--- config.mk ---
export PLATFORM = sky130hd
export DESIGN_NAME = inst_fetch_unit
export DESIGN_NICKNAME = d
export VERILOG_FILES = /design/src/rtl/inst_fetch_unit_pkg.sv /design/src/rtl/fetch_fifo.sv /design/src/rtl/inst_fetch_unit.sv
export SDC_FILE = /design/constraint.sdc
export NUM_CORES = 1
export LEC_CHECK = 0
export CORE_AREA = 8 8 115 128
export CTS_CLUSTER_DIAMETER = 100
export DETAILED_ROUTE_END_ITERATION = 8
export DIE_AREA = 0 0 123 136
export PLACE_DENSITY = 0.76
export SKIP_LAST_GASP = 1
export SLEW_MARGIN = 20
export SYNTH_ARGS = -nofsm -noshare
export SYNTH_HDL_FRONTEND = slang
export SYNTH_SLANG_ARGS = --single-unit
export TNS_END_PERCENT = 30
--- constraint.sdc ---
create_clock -name Clk -period 6.5 [get_ports Clk]
set_input_delay 1.3 -clock Clk [delete_from_list [all_inputs] [get_ports Clk]]
set_output_delay 1.3 -clock Clk [all_outputs]
set_load 0.01 [all_outputs]
--- src/rtl/inst_fetch_unit_pkg.sv ---
// Shared definitions for the instruction fetch unit: default widths and FSM states.
package inst_fetch_unit_pkg;

    localparam int unsigned IFU_D_WIDTH  = 32;
    localparam int unsigned IFU_SA_WIDTH = 4;

    typedef enum logic [1:0] {
        IDLE  = 2'd0,
        RUN   = 2'd1,
        DRAIN = 2'd2,
        DONE  = 2'd3
    } fetch_state_t;

endpackage

--- src/rtl/fetch_fifo.sv ---
// Prefetch FIFO holding {pc, instruction} pairs; power-of-two depth with wrapping pointers.
module fetch_fifo #(
    parameter int unsigned WIDTH = 36,
    parameter int unsigned DEPTH = 4
) (
    input  logic                    Clk,
    input  logic                    Rst,
    input  logic                    flush,
    input  logic                    push,
    input  logic                    pop,
    input  logic [WIDTH-1:0]        wr_data,
    output logic [WIDTH-1:0]        rd_data,
    output logic [$clog2(DEPTH):0]  count,
    output logic                    empty
);
    localparam int unsigned PW = $clog2(DEPTH);
    localparam int unsigned CW = PW + 1;

    logic [WIDTH-1:0] mem [DEPTH];
    logic [PW-1:0]    wr_ptr;
    logic [PW-1:0]    rd_ptr;

    always_ff @(posedge Clk) begin
        if (Rst || flush) begin
            wr_ptr <= '0;
            rd_ptr <= '0;
            count  <= '0;
        end else begin
            if (push) begin
                wr_ptr <= wr_ptr + PW'(1);
            end
            if (pop) begin
                rd_ptr <= rd_ptr + PW'(1);
            end
            count <= count + CW'(push) - CW'(pop);
        end
    end

    // Storage is not reset; the head is only observed while count is non-zero.
    always_ff @(posedge Clk) begin
        if (push && !flush && !Rst) begin
            mem[wr_ptr] <= wr_data;
        end
    end

    assign rd_data = mem[rd_ptr];
    assign empty   = (count == '0);

endmodule

--- src/rtl/inst_fetch_unit.sv ---
// Instruction fetch unit: issues sequential reads to instruction memory, buffers the
// responses in a small prefetch FIFO and presents them in order, with redirect/flush.
module inst_fetch_unit
    import inst_fetch_unit_pkg::*;
#(
    parameter int unsigned D_WIDTH  = IFU_D_WIDTH,
    parameter int unsigned SA_WIDTH = IFU_SA_WIDTH,
    parameter int unsigned PROG_LEN = 9,
    parameter int unsigned DEPTH    = 4
) (
    input  logic                Clk,
    input  logic                Rst,
    input  logic                Start,
    output logic [SA_WIDTH-1:0] MemAddr,
    output logic                MemEn,
    output logic                MemRW,
    input  logic [D_WIDTH-1:0]  MemData,
    output logic                InstValid,
    output logic [D_WIDTH-1:0]  InstData,
    output logic [SA_WIDTH-1:0] InstPC,
    input  logic                InstReady,
    input  logic                Redirect,
    input  logic [SA_WIDTH-1:0] RedirectPC,
    output logic                Done
);
    localparam int unsigned CW  = $clog2(DEPTH) + 1;
    localparam int unsigned OW  = CW + 1;
    localparam int unsigned AW1 = SA_WIDTH + 1;
    localparam logic [AW1-1:0] PROG_END  = AW1'(PROG_LEN);
    localparam logic [OW-1:0]  DEPTH_LIM = OW'(DEPTH);

    fetch_state_t state_q, state_d;

    logic [SA_WIDTH-1:0] fetch_pc_q, fetch_pc_d;
    logic [SA_WIDTH-1:0] mem_addr_q, mem_addr_d;
    logic                mem_en_q, mem_en_d;
    logic                resp_valid_q;
    logic [SA_WIDTH-1:0] resp_pc_q;

    logic                redirect_act;
    logic                redirect_ok;
    logic                flush;
    logic                push;
    logic                pop;
    logic                fetch_run;
    logic [SA_WIDTH-1:0] issue_pc;
    logic [CW-1:0]       count;
    logic [CW-1:0]       count_after;
    logic [OW-1:0]       occ;
    logic                fifo_empty;
    logic [SA_WIDTH+D_WIDTH-1:0] head;

    fetch_fifo #(
        .WIDTH (SA_WIDTH + D_WIDTH),
        .DEPTH (DEPTH)
    ) u_fifo (
        .Clk     (Clk),
        .Rst     (Rst),
        .flush   (flush),
        .push    (push),
        .pop     (pop),
        .wr_data ({resp_pc_q, MemData}),
        .rd_data (head),
        .count   (count),
        .empty   (fifo_empty)
    );

    // A redirect wins over push, pop and Start in the same cycle.
    always_comb begin
        redirect_act = Redirect && ((state_q == RUN) || (state_q == DRAIN));
        redirect_ok  = ({1'b0, RedirectPC} < PROG_END);
        flush        = redirect_act;
        push         = resp_valid_q && !redirect_act;
        pop          = InstValid && InstReady && !redirect_act;
        count_after  = count + CW'(push) - CW'(pop);
        occ          = redirect_act ? '0 : (OW'(count_after) + OW'(mem_en_q));
    end

    always_comb begin
        state_d    = state_q;
        fetch_run  = 1'b0;
        issue_pc   = fetch_pc_q;
        mem_en_d   = 1'b0;
        fetch_pc_d = fetch_pc_q;
        mem_addr_d = mem_addr_q;

        unique case (state_q)
            IDLE: begin
                if (Start) begin
                    state_d   = RUN;
                    issue_pc  = '0;
                    fetch_run = 1'b1;
                end
            end
            RUN, DRAIN: begin
                if (redirect_act) begin
                    issue_pc = RedirectPC;
                    if (redirect_ok) begin
                        state_d   = RUN;
                        fetch_run = 1'b1;
                    end else begin
                        state_d = DRAIN;
                    end
                end else if (state_q == RUN) begin
                    if ({1'b0, fetch_pc_q} >= PROG_END) begin
                        state_d = DRAIN;
                    end else begin
                        fetch_run = 1'b1;
                    end
                end else if ((count == '0) && !mem_en_q && !resp_valid_q) begin
                    state_d = DONE;
                end
            end
            DONE: begin
                state_d = DONE;
            end
            default: begin
                state_d = IDLE;
            end
        endcase

        // Issue gate: everything buffered or returning plus the new read must fit.
        mem_en_d   = fetch_run && ({1'b0, issue_pc} < PROG_END) && (occ < DEPTH_LIM);
        fetch_pc_d = issue_pc + SA_WIDTH'(mem_en_d);
        if (mem_en_d) begin
            mem_addr_d = issue_pc;
        end
    end

    always_ff @(posedge Clk) begin
        if (Rst) begin
            state_q      <= IDLE;
            fetch_pc_q   <= '0;
            mem_addr_q   <= '0;
            mem_en_q     <= 1'b0;
            resp_valid_q <= 1'b0;
            resp_pc_q    <= '0;
        end else begin
            state_q      <= state_d;
            fetch_pc_q   <= fetch_pc_d;
            mem_addr_q   <= mem_addr_d;
            mem_en_q     <= mem_en_d;
            resp_valid_q <= mem_en_q && !redirect_act;
            resp_pc_q    <= mem_addr_q;
        end
    end

    assign MemAddr   = mem_addr_q;
    assign MemEn     = mem_en_q;
    assign MemRW     = 1'b0;
    assign InstValid = !fifo_empty;
    assign InstData  = InstValid ? head[D_WIDTH-1:0] : '0;
    assign InstPC    = InstValid ? head[D_WIDTH +: SA_WIDTH] : '0;
    assign Done      = (state_q == DONE);

endmodule

======== After elaboration in Yosys (flattened, before gate mapping) ========
Memories as Yosys holds them, arrays and structs flattened. A register that Yosys moved wholly into a read port is not among the register bits.
Index checks and enable logic that the tools add are counted.
storage, ports and cells
  ROM bits ................................ 0
  latch bits .............................. 0
  RAM bits ................................ 144
  memories kept ........................... 1
  bits in registers ....................... 23
cells by class
  mux-type cells .......................... 23
  divide/modulo/power cells ............... 0
  reductions and logical operators ........ 22
  bitwise gates (word level) .............. 0
  shift-type cells ........................ 0
  order comparisons ....................... 4
  add/sub/neg operators ................... 6
  multiply operators ...................... 0
  equal/unequal tests ..................... 6
memories
  memory      words  width  rd ports  clocked after memory_dff  write ports  line              text
  u_fifo.mem  4      36     1         1                         1            fetch_fifo.sv:19  logic [WIDTH-1:0] mem [DEPTH];
operator list
  operator               number
  $mux W32               1
  $mux W2                8
  $mux W4                4
  $logic_and A1 B1 Y1    11
  $lt A4 B4 Y1 const B   2
  $ne A4 B3 Y1 const B   2
  $pmux W4 S2            1
  $mux W1                7
  $pmux W2 S3            1
  $logic_not A1 Y1       5
  $add A2 B1 Y2 const B  2
  $add A3 B1 Y4          1
  $add A4 B1 Y4          1
  $eq A2 B2 Y1 const B   2
  $ge A4 B4 Y1 const B   1
  $lt A4 B3 Y1 const B   1
  $add A3 B1 Y3          1
  $logic_not A3 Y1       1
  $reduce_and A3 Y1      1
  $sub A3 B1 Y3          1
  $eq A2 B1 Y1 const B   1
  $logic_not A2 Y1       1
  $logic_or A1 B1 Y1     2
  $ne A2 B2 Y1 const B   1
  other kinds (2)        2

======== Depth between registers and ports, before layout ========
Gate-level depths: netlist of run 1.
  depth in word-level cells ............... 12
  depth in mapped cells ................... 18
  depth with buffers taken out ............ 17

======== Modules after synthesis ========
Synthesis of run 1 repeated with hierarchy kept, for this count alone.
unflattened totals
  cell total of the unflattened synthesis .. 373
  area total of the unflattened synthesis .. 6869.1 sq um
by module, submodules not included
  module           instances  area each (sq um)  cells an instance
  fetch_fifo       1          5695.5             232
  inst_fetch_unit  1          1173.6             141

======== Worst setup path after synthesis of run 1 ========
OpenSTA, ideal clock, no wires.
  path type ............................... input -> register
  start point ............................. in Redirect
  end point ............................... reg fetch_pc_q[2]
  stages on the path ...................... 16
  data arrival time ....................... 3910 ps
  required time ........................... 6372 ps
  path slack .............................. 2462 ps
  buffers on the path ..................... 1
  path through ............................ and2_1 clkbuf_1 nor2_1 ha_1 inv_1 ha_1 inv_1 fa_1 xnor3_4 or2_2 o211ai_2 nor2_1 ha_1 ha_1 xnor2_1 nor2_1
on the way
  elaborated cells between the ends (all ways) .. 17
RTL lines
  what                    line                    text
  start: declaration      inst_fetch_unit.sv:22   input logic Redirect,
  $logic_and A1 B1 Y1     inst_fetch_unit.sv:70   redirect_act = Redirect && ((state_q == RUN) || (state_q == DRAIN));
  $logic_not A1 Y1        inst_fetch_unit.sv:74   pop = InstValid && InstReady && !redirect_act;
  $logic_and A1 B1 Y1     inst_fetch_unit.sv:74
  net pop                 inst_fetch_unit.sv:44   logic pop;
  $sub A3 B1 Y3           inst_fetch_unit.sv:75   count_after = count + CW'(push) - CW'(pop);
  $add A3 B1 Y4           inst_fetch_unit.sv:76   occ = redirect_act ? '0 : (OW'(count_after) + OW'(mem_en_q));
  $mux W4                 inst_fetch_unit.sv:76
  $lt A4 B3 Y1            inst_fetch_unit.sv:123  mem_en_d = fetch_run && ({1'b0, issue_pc} < PROG_END) && (occ < DEPTH_LIM);
  $logic_and A1 B1 Y1     inst_fetch_unit.sv:123
  net mem_en_d            inst_fetch_unit.sv:36   logic mem_en_q, mem_en_d;
  $add A4 B1 Y4           inst_fetch_unit.sv:124  fetch_pc_d = issue_pc + SA_WIDTH'(mem_en_d);
  end signal: assignment  inst_fetch_unit.sv:140  fetch_pc_q <= fetch_pc_d;
  end: declaration        inst_fetch_unit.sv:34   logic [SA_WIDTH-1:0] fetch_pc_q, fetch_pc_d;
The timed path passes the listed nets, and every way through them passes these cells.
A chain may end at the register's enable or synchronous reset.

======== Final worst setup path of run 1 ========
Ends and elaborated chain as after synthesis.

==> results.sh, run 1 <==
export IMPL_tritoncts="done"
export IMPL_rsz0062_at_grt="no"
export IMPL_ys_dominant_reg_cell="edfxtp_1"
export IMPL_synth_distinct_cells=46
export IMPL_grt_pass1_wl_um=20000
export IMPL_overflow=0
export IMPL_io_pins=85
export IMPL_critical_path_class="input pin to flop"
export IMPL_synth_edf_count=144
export IMPL_initial_core_util=0.528
export IMPL_ys_seq_elements=169
export IMPL_clock_latency_ps=410
export IMPL_antenna_cells=0
export IMPL_cpLargestDelayFamily="adder cells"
export IMPL_fillers=896
export IMPL_area_delta_synth_final_pct=24.0
export IMPL_drv_cap=0
export IMPL_skew_ps=9.09
export IMPL_cts_root_buffer="clkbuf_16"
export IMPL_hold_ws_ps=489
export IMPL_path_cells="clkdlybuf4s50_1 -> and2_1 -> nor2_1 -> ha_1 -> inv_1 -> ha_1 -> inv_1 -> fa_1 -> xnor3_4 -> or2_2 -> o211ai_2 -> nor2_1 -> ha_1 -> ha_1 -> xnor2_1 -> nor2_1"
export IMPL_cts_sinks=169
export IMPL_fin_crit_ps=4370
export IMPL_p_per_area_nw_per_um2=404
export IMPL_worstHoldPathType="flop to flop"
export IMPL_layout_cells_non_filler=636
export IMPL_start_kind="input pin"
export IMPL_cts_resized=0
export IMPL_worstPathArrival_ps=4650
export IMPL_die_area_sq_um=16700
export IMPL_finalCoreUtilization=0.654
export IMPL_cts_buffers=17
export IMPL_drt_iter0_markers=208
export IMPL_drive_gt1_frac=0.183
export IMPL_antenna_found_initial=0
export IMPL_worst_slew_pin_transition_ps=1020
export IMPL_drcViolationCount=0
export IMPL_crit_fanout=7
export IMPL_fp_row_count=44
export IMPL_cp_common_cell="ha_1"
export IMPL_max_slew_margin_rel=0.320
export IMPL_slew_violations=0
export IMPL_wire_per_inst_um=19.9
export IMPL_critPathCaptureType="flop"
export IMPL_core_area_sq_um=12800
export IMPL_ys_seq_area_frac=0.716
export IMPL_outcome="completed"
export IMPL_firstDrtPassIters=4
export IMPL_dp_cells=604
export IMPL_fmax_mhz=229
export IMPL_syn_nets=428
export IMPL_post_synth_cell_area_avg_sq_um=18.0
export IMPL_post_route_period_util=0.672
export IMPL_vias_per_cell=5.52
export IMPL_clk_pin_slew_ps=60
export IMPL_drtAntennaViolNets=0
export IMPL_async_reset_ff_frac=0
export IMPL_fin_nets=515
export IMPL_die_w_um=123
export IMPL_gp_congestion=0.809
export IMPL_tns_ps=0
export IMPL_cts_setup_buffers=0
export IMPL_r2r_slack_ps=2750
export IMPL_die_h_um=136
export IMPL_grt_max_degree=40
export IMPL_critPathMaxStageDelay_ps=550
export IMPL_layout_common_cells="144 x edfxtp_1, 83 x clkdlybuf4s50_1, 40 x and2_1"
export IMPL_crit_buf_inv=3
export IMPL_track_usage=0.161
export IMPL_drt_wl_total_um=12700
export IMPL_synthCells=375
export IMPL_vias=3509
export IMPL_cts_max_level=4
export IMPL_numPortBuffers=83
export IMPL_finalHoldViolCount=0
export IMPL_ys_warnings_count=0
export IMPL_syn_cell_area_sq_um=6740
export IMPL_grt_pass1_vias=3835
export IMPL_finalSetupViolations=0
export IMPL_dpl_hpwl_um=7750
export IMPL_crit_required_ps=6780
export IMPL_crit_path_top_delay_cell="clkdlybuf4s50_1"
export IMPL_ir_drop_v=0.000214
export IMPL_ctsLongestPathBuffers=2
export IMPL_layout_commonest_cell="edfxtp_1"
export IMPL_power_leakage_uw=0.00278
export IMPL_hold_buffers=0
==> synthesized netlist by cell type, types with 2 or more instances <==
master / instances / area [sq um]
nor3_1: 3 / 15.0
edfxtp_1: 144 / 4320
nor2b_1: 8 / 50.1
ha_1: 11 / 138
nand2_1: 8 / 30.0
xor2_1: 2 / 17.5
xnor2_1: 3 / 26.3
buf_2: 4 / 20.0
a21o_1: 2 / 15.0
mux4_2: 36 / 811
or2_2: 2 / 12.5
inv_1: 11 / 41.3
dfxtp_1: 25 / 500
nor2_1: 17 / 63.8
nand3_1: 2 / 10.0
clkbuf_1: 11 / 41.3
and3_1: 4 / 25.0
or3_1: 2 / 12.5
and2_1: 40 / 250
a21oi_1: 5 / 25.0
a32o_1: 3 / 30.0
o21ai_0: 8 / 40.0
==> stage by stage <==
| stage | power, uW | cell area, sq um | setup WS (ps) |
|---|---|---|---|
| 2_1_floorplan | 1900 | 6740 | 2460 |
| 3_3_place_gp | 2320 | 7720 | 1840 |
| 3_5_place_dp | 2350 | 7720 | 1740 |
| 4_1_cts | 3410 | 8350 | 2150 |
| 5_1_grt | 3540 | 8350 | 1920 |
| 6_report | 3370 | 8350 | 2130 |
==> power by group <==
group | internal (uW) | switching, uW
logic | 556 | 458
registers | 1230 | 64.4
clock network | 653 | 412
total | 2440 | 934
==> flip-flops by register name, indices dropped and copies added (netlist names), named ones only <==
signal,flops
fetch_pc_q,4
MemEn,1
resp_valid_q,1
resp_pc_q,4
u_fifo.mem,144
MemAddr,4
state_q,2
u_fifo.wr_ptr,2
u_fifo.count,3
u_fifo.rd_ptr,2
==> cells by family (layout without fill, tap and decap cells) <==
logic type,Yosys count,in the layout,synth area share
flops,169,169,0.716
fa+ha+maj,12,12,0.0234
mux,37,37,0.122
xor+xnor,6,6,0.0104
buf+inv,27,127,0.0163
simple gates,95,95,0.0821
other cells,1,1,0.000556
compound gates,28,28,0.0295
==> worst register-to-register path, cell delays in order, from the launching register on <==
cell and delay, ps:
dfxtp_1 380, inv_1 70, ha_1 370, and2_1 310, nor2_1 110, ha_1 290
inv_1 60, ha_1 130, inv_1 50, fa_1 380, xnor3_4 330, or2_2 300
o211ai_2 150, nor2_1 100, ha_1 220, ha_1 190, xnor2_1 140, nor2_1 50
==> cell type report <==
| class | instances | area [sq um] | share of cell area |
|---|---|---|---|
| clock buffer | 18 | 429 | 0.0514 |
| clock inverter | 14 | 206 | 0.0247 |
| sequential | 169 | 4830 | 0.578 |
| tap | 161 | 201 | 0.0241 |
| timing repair buffer | 84 | 838 | 0.100 |
| inverter | 11 | 41.3 | 0.00494 |
| multi-input combinational | 179 | 1810 | 0.217 |
==> per-layer routing <==
layer	global-route usage	part of all wire	vias to the layer above
li1	-	-	1614
met1	0.181	0.41	1798
met2	0.286	0.53	90
met3	0.0424	0.050	7
met4	0.0610	0.0084	0
met5	0	0	-
==> final timing paths <==
| path | startpoint | cells past startpoint | endpoint |
|---|---|---|---|
| worst max-delay path | Redirect | 16 | fetch_pc_q[2] |
| worst min-delay path | resp_pc_q[2] | 0 | u_fifo.mem[0][34] |
| worst max register to register | state_q[0] | 17 | fetch_pc_q[2] |
| worst min register to register | resp_pc_q[2] | 0 | u_fifo.mem[0][34] |
No activity file was read; power rests on OpenSTA's default activity.
==> run 2: changes to the inputs <==
==> constraint.sdc (replaced) <==
create_clock -name Clk -period 4.43 [get_ports Clk]
set_input_delay 0.886 -clock Clk [delete_from_list [all_inputs] [get_ports Clk]]
set_output_delay 0.886 -clock Clk [all_outputs]
set_load 0.01 [all_outputs]
==> results.sh, run 2 (synthesized netlist as in run 1, its figures left out) <==
export IMPL_cts_max_level=4
export IMPL_ctsLongestPathBuffers=2
export IMPL_vias_per_cell=5.47
export IMPL_hold_ws_ps=490
export IMPL_max_slew_margin_rel=0.342
export IMPL_numPortBuffers=83
export IMPL_grt_max_degree=40
export IMPL_drtAntennaViolNets=0
export IMPL_gp_congestion=0.807
export IMPL_tns_ps=0
export IMPL_crit_required_ps=4700
export IMPL_firstDrtPassIters=4
export IMPL_vias=3509
export IMPL_ir_drop_v=0.000316
export IMPL_worstPathArrival_ps=4260
export IMPL_path_cells="clkdlybuf4s50_1 -> and2_1 -> nor2_1 -> ha_1 -> inv_1 -> ha_1 -> inv_1 -> fa_1 -> xnor3_4 -> or2_2 -> o211ai_2 -> nor2_1 -> ha_1 -> ha_1 -> nor2b_1"
export IMPL_top_register="u_fifo.mem"
export IMPL_die_w_um=123
export IMPL_skew_ps=7.93
export IMPL_cp_common_cell="ha_1"
export IMPL_cts_root_buffer="clkbuf_16"
export IMPL_tritoncts="done"
export IMPL_crit_fanout=7
export IMPL_area_delta_synth_final_pct=23.5
export IMPL_placed_area_sq_um=7770
export IMPL_drcViolationCount=0
export IMPL_post_route_period_util=0.899
export IMPL_die_area_sq_um=16700
export IMPL_layout_commonest_cell="edfxtp_1"
export IMPL_design_area_sq_um=8330
export IMPL_cts_setup_buffers=0
export IMPL_worstHoldPathCells=0
export IMPL_cts_resized=0
export IMPL_min_from="resp_pc_q[1]"
export IMPL_timing_rr_end="fetch_pc_q[1]"
export IMPL_wire_per_inst_um=19.8
export IMPL_finalHoldViolCount=0
export IMPL_power_leakage_uw=0.00277
export IMPL_critical_path_class="input pin to flop"
export IMPL_die_h_um=136
export IMPL_drive_gt1_frac=0.191
export IMPL_drt_iter0_markers=229
export IMPL_outcome="completed"
export IMPL_slew_violations=0
export IMPL_grt_pass1_vias=3843
export IMPL_clk_pin_slew_ps=60
export IMPL_antenna_found_initial=0
export IMPL_grt_pass1_wl_um=20100
export IMPL_cts_sinks=169
export IMPL_finalSetupViolations=0
export IMPL_initial_core_util=0.528
export IMPL_critPathMaxStageDelay_ps=550
export IMPL_antenna_cells=0
export IMPL_drt_wl_total_um=12700
export IMPL_fin_nets=521
export IMPL_fmax_mhz=251
export IMPL_largest_reg_flops=144
export IMPL_dpl_hpwl_um=8120
export IMPL_worst_slew_pin_transition_ps=987
export IMPL_overflow=0
export IMPL_layout_common_cells="144 x edfxtp_1, 83 x clkdlybuf4s50_1, 40 x and2_1"
export IMPL_cts_buffers=17
export IMPL_timing_rr_start="state_q[0]"
export IMPL_startpoint="Redirect"
export IMPL_crit_path_top_delay_cell="clkdlybuf4s50_1"
export IMPL_hold_buffers=0
export IMPL_fin_crit_ps=3980
export IMPL_fp_row_count=44
export IMPL_start_kind="input pin"
export IMPL_worstHoldPathType="flop to flop"
export IMPL_holdPathEnd="u_fifo.mem[3][33]"
export IMPL_finalCoreUtilization=0.652
export IMPL_core_area_sq_um=12800
export IMPL_r2r_slack_ps=680
export IMPL_reg2regPathDepth=16
export IMPL_rsz0062_at_grt="no"
export IMPL_critPathCaptureType="flop"
export IMPL_io_pins=85
export IMPL_track_usage=0.161
export IMPL_drv_cap=0
export IMPL_clock_latency_ps=410
export IMPL_p_per_area_nw_per_um2=571
[run 2: cell type report]
class	count	area (sq um)
sequential	169	4830
fill	876	4450
multi-input combinational	179	1810
timing repair buffer	90	896
clock buffer	18	429
tap	161	201
clock inverter	14	121
inverter	11	41.3
[run 2: critical path, delay by kind of cell]
| family | cells | cell delay [ps] |
|---|---|---|
| adders and majority gates | 5 | 1300 |
| and+or+nand+nor | 5 | 930 |
| buffers and inverters | 3 | 650 |
| xor gates and xnor gates | 1 | 330 |
| AOI/OAI and AO/OA | 1 | 150 |
[run 2: report_power, final]
part / leakage [uW] / internal [uW] / switching (uW)
clock network: 0.000265 / 776 / 582
logic: 0.00101 / 827 / 671
registers: 0.00150 / 1810 / 94.1
total: 0.00277 / 3410 / 1350
[run 2: worst max path at each step]
stage	to	depth (start not counted)
final	fetch_pc_q[1]	15
after detailed placement	fetch_pc_q[1]	15
after global placement	fetch_pc_q[2]	16
after CTS	fetch_pc_q[1]	15
after floorplan	fetch_pc_q[2]	16
after global routing	fetch_pc_q[1]	15
[run 2: routing by layer]
layer | up-vias | track usage | share of wire
met3 | 4 | 0.0457 | 0.061
met5 | - | 0 | 0
li1 | 1631 | - | -
met4 | 0 | 0.0543 | 0.0052
met2 | 100 | 0.276 | 0.53
met1 | 1774 | 0.190 | 0.40
[run 2: metrics by stage]
step	power, uW	worst slack, ps	cells
floorplan	2790	806	375
global placement	3410	184	610
detailed placement	3450	30.4	610
CTS	4820	460	642
global route	4990	257	642
finish	4760	446	642
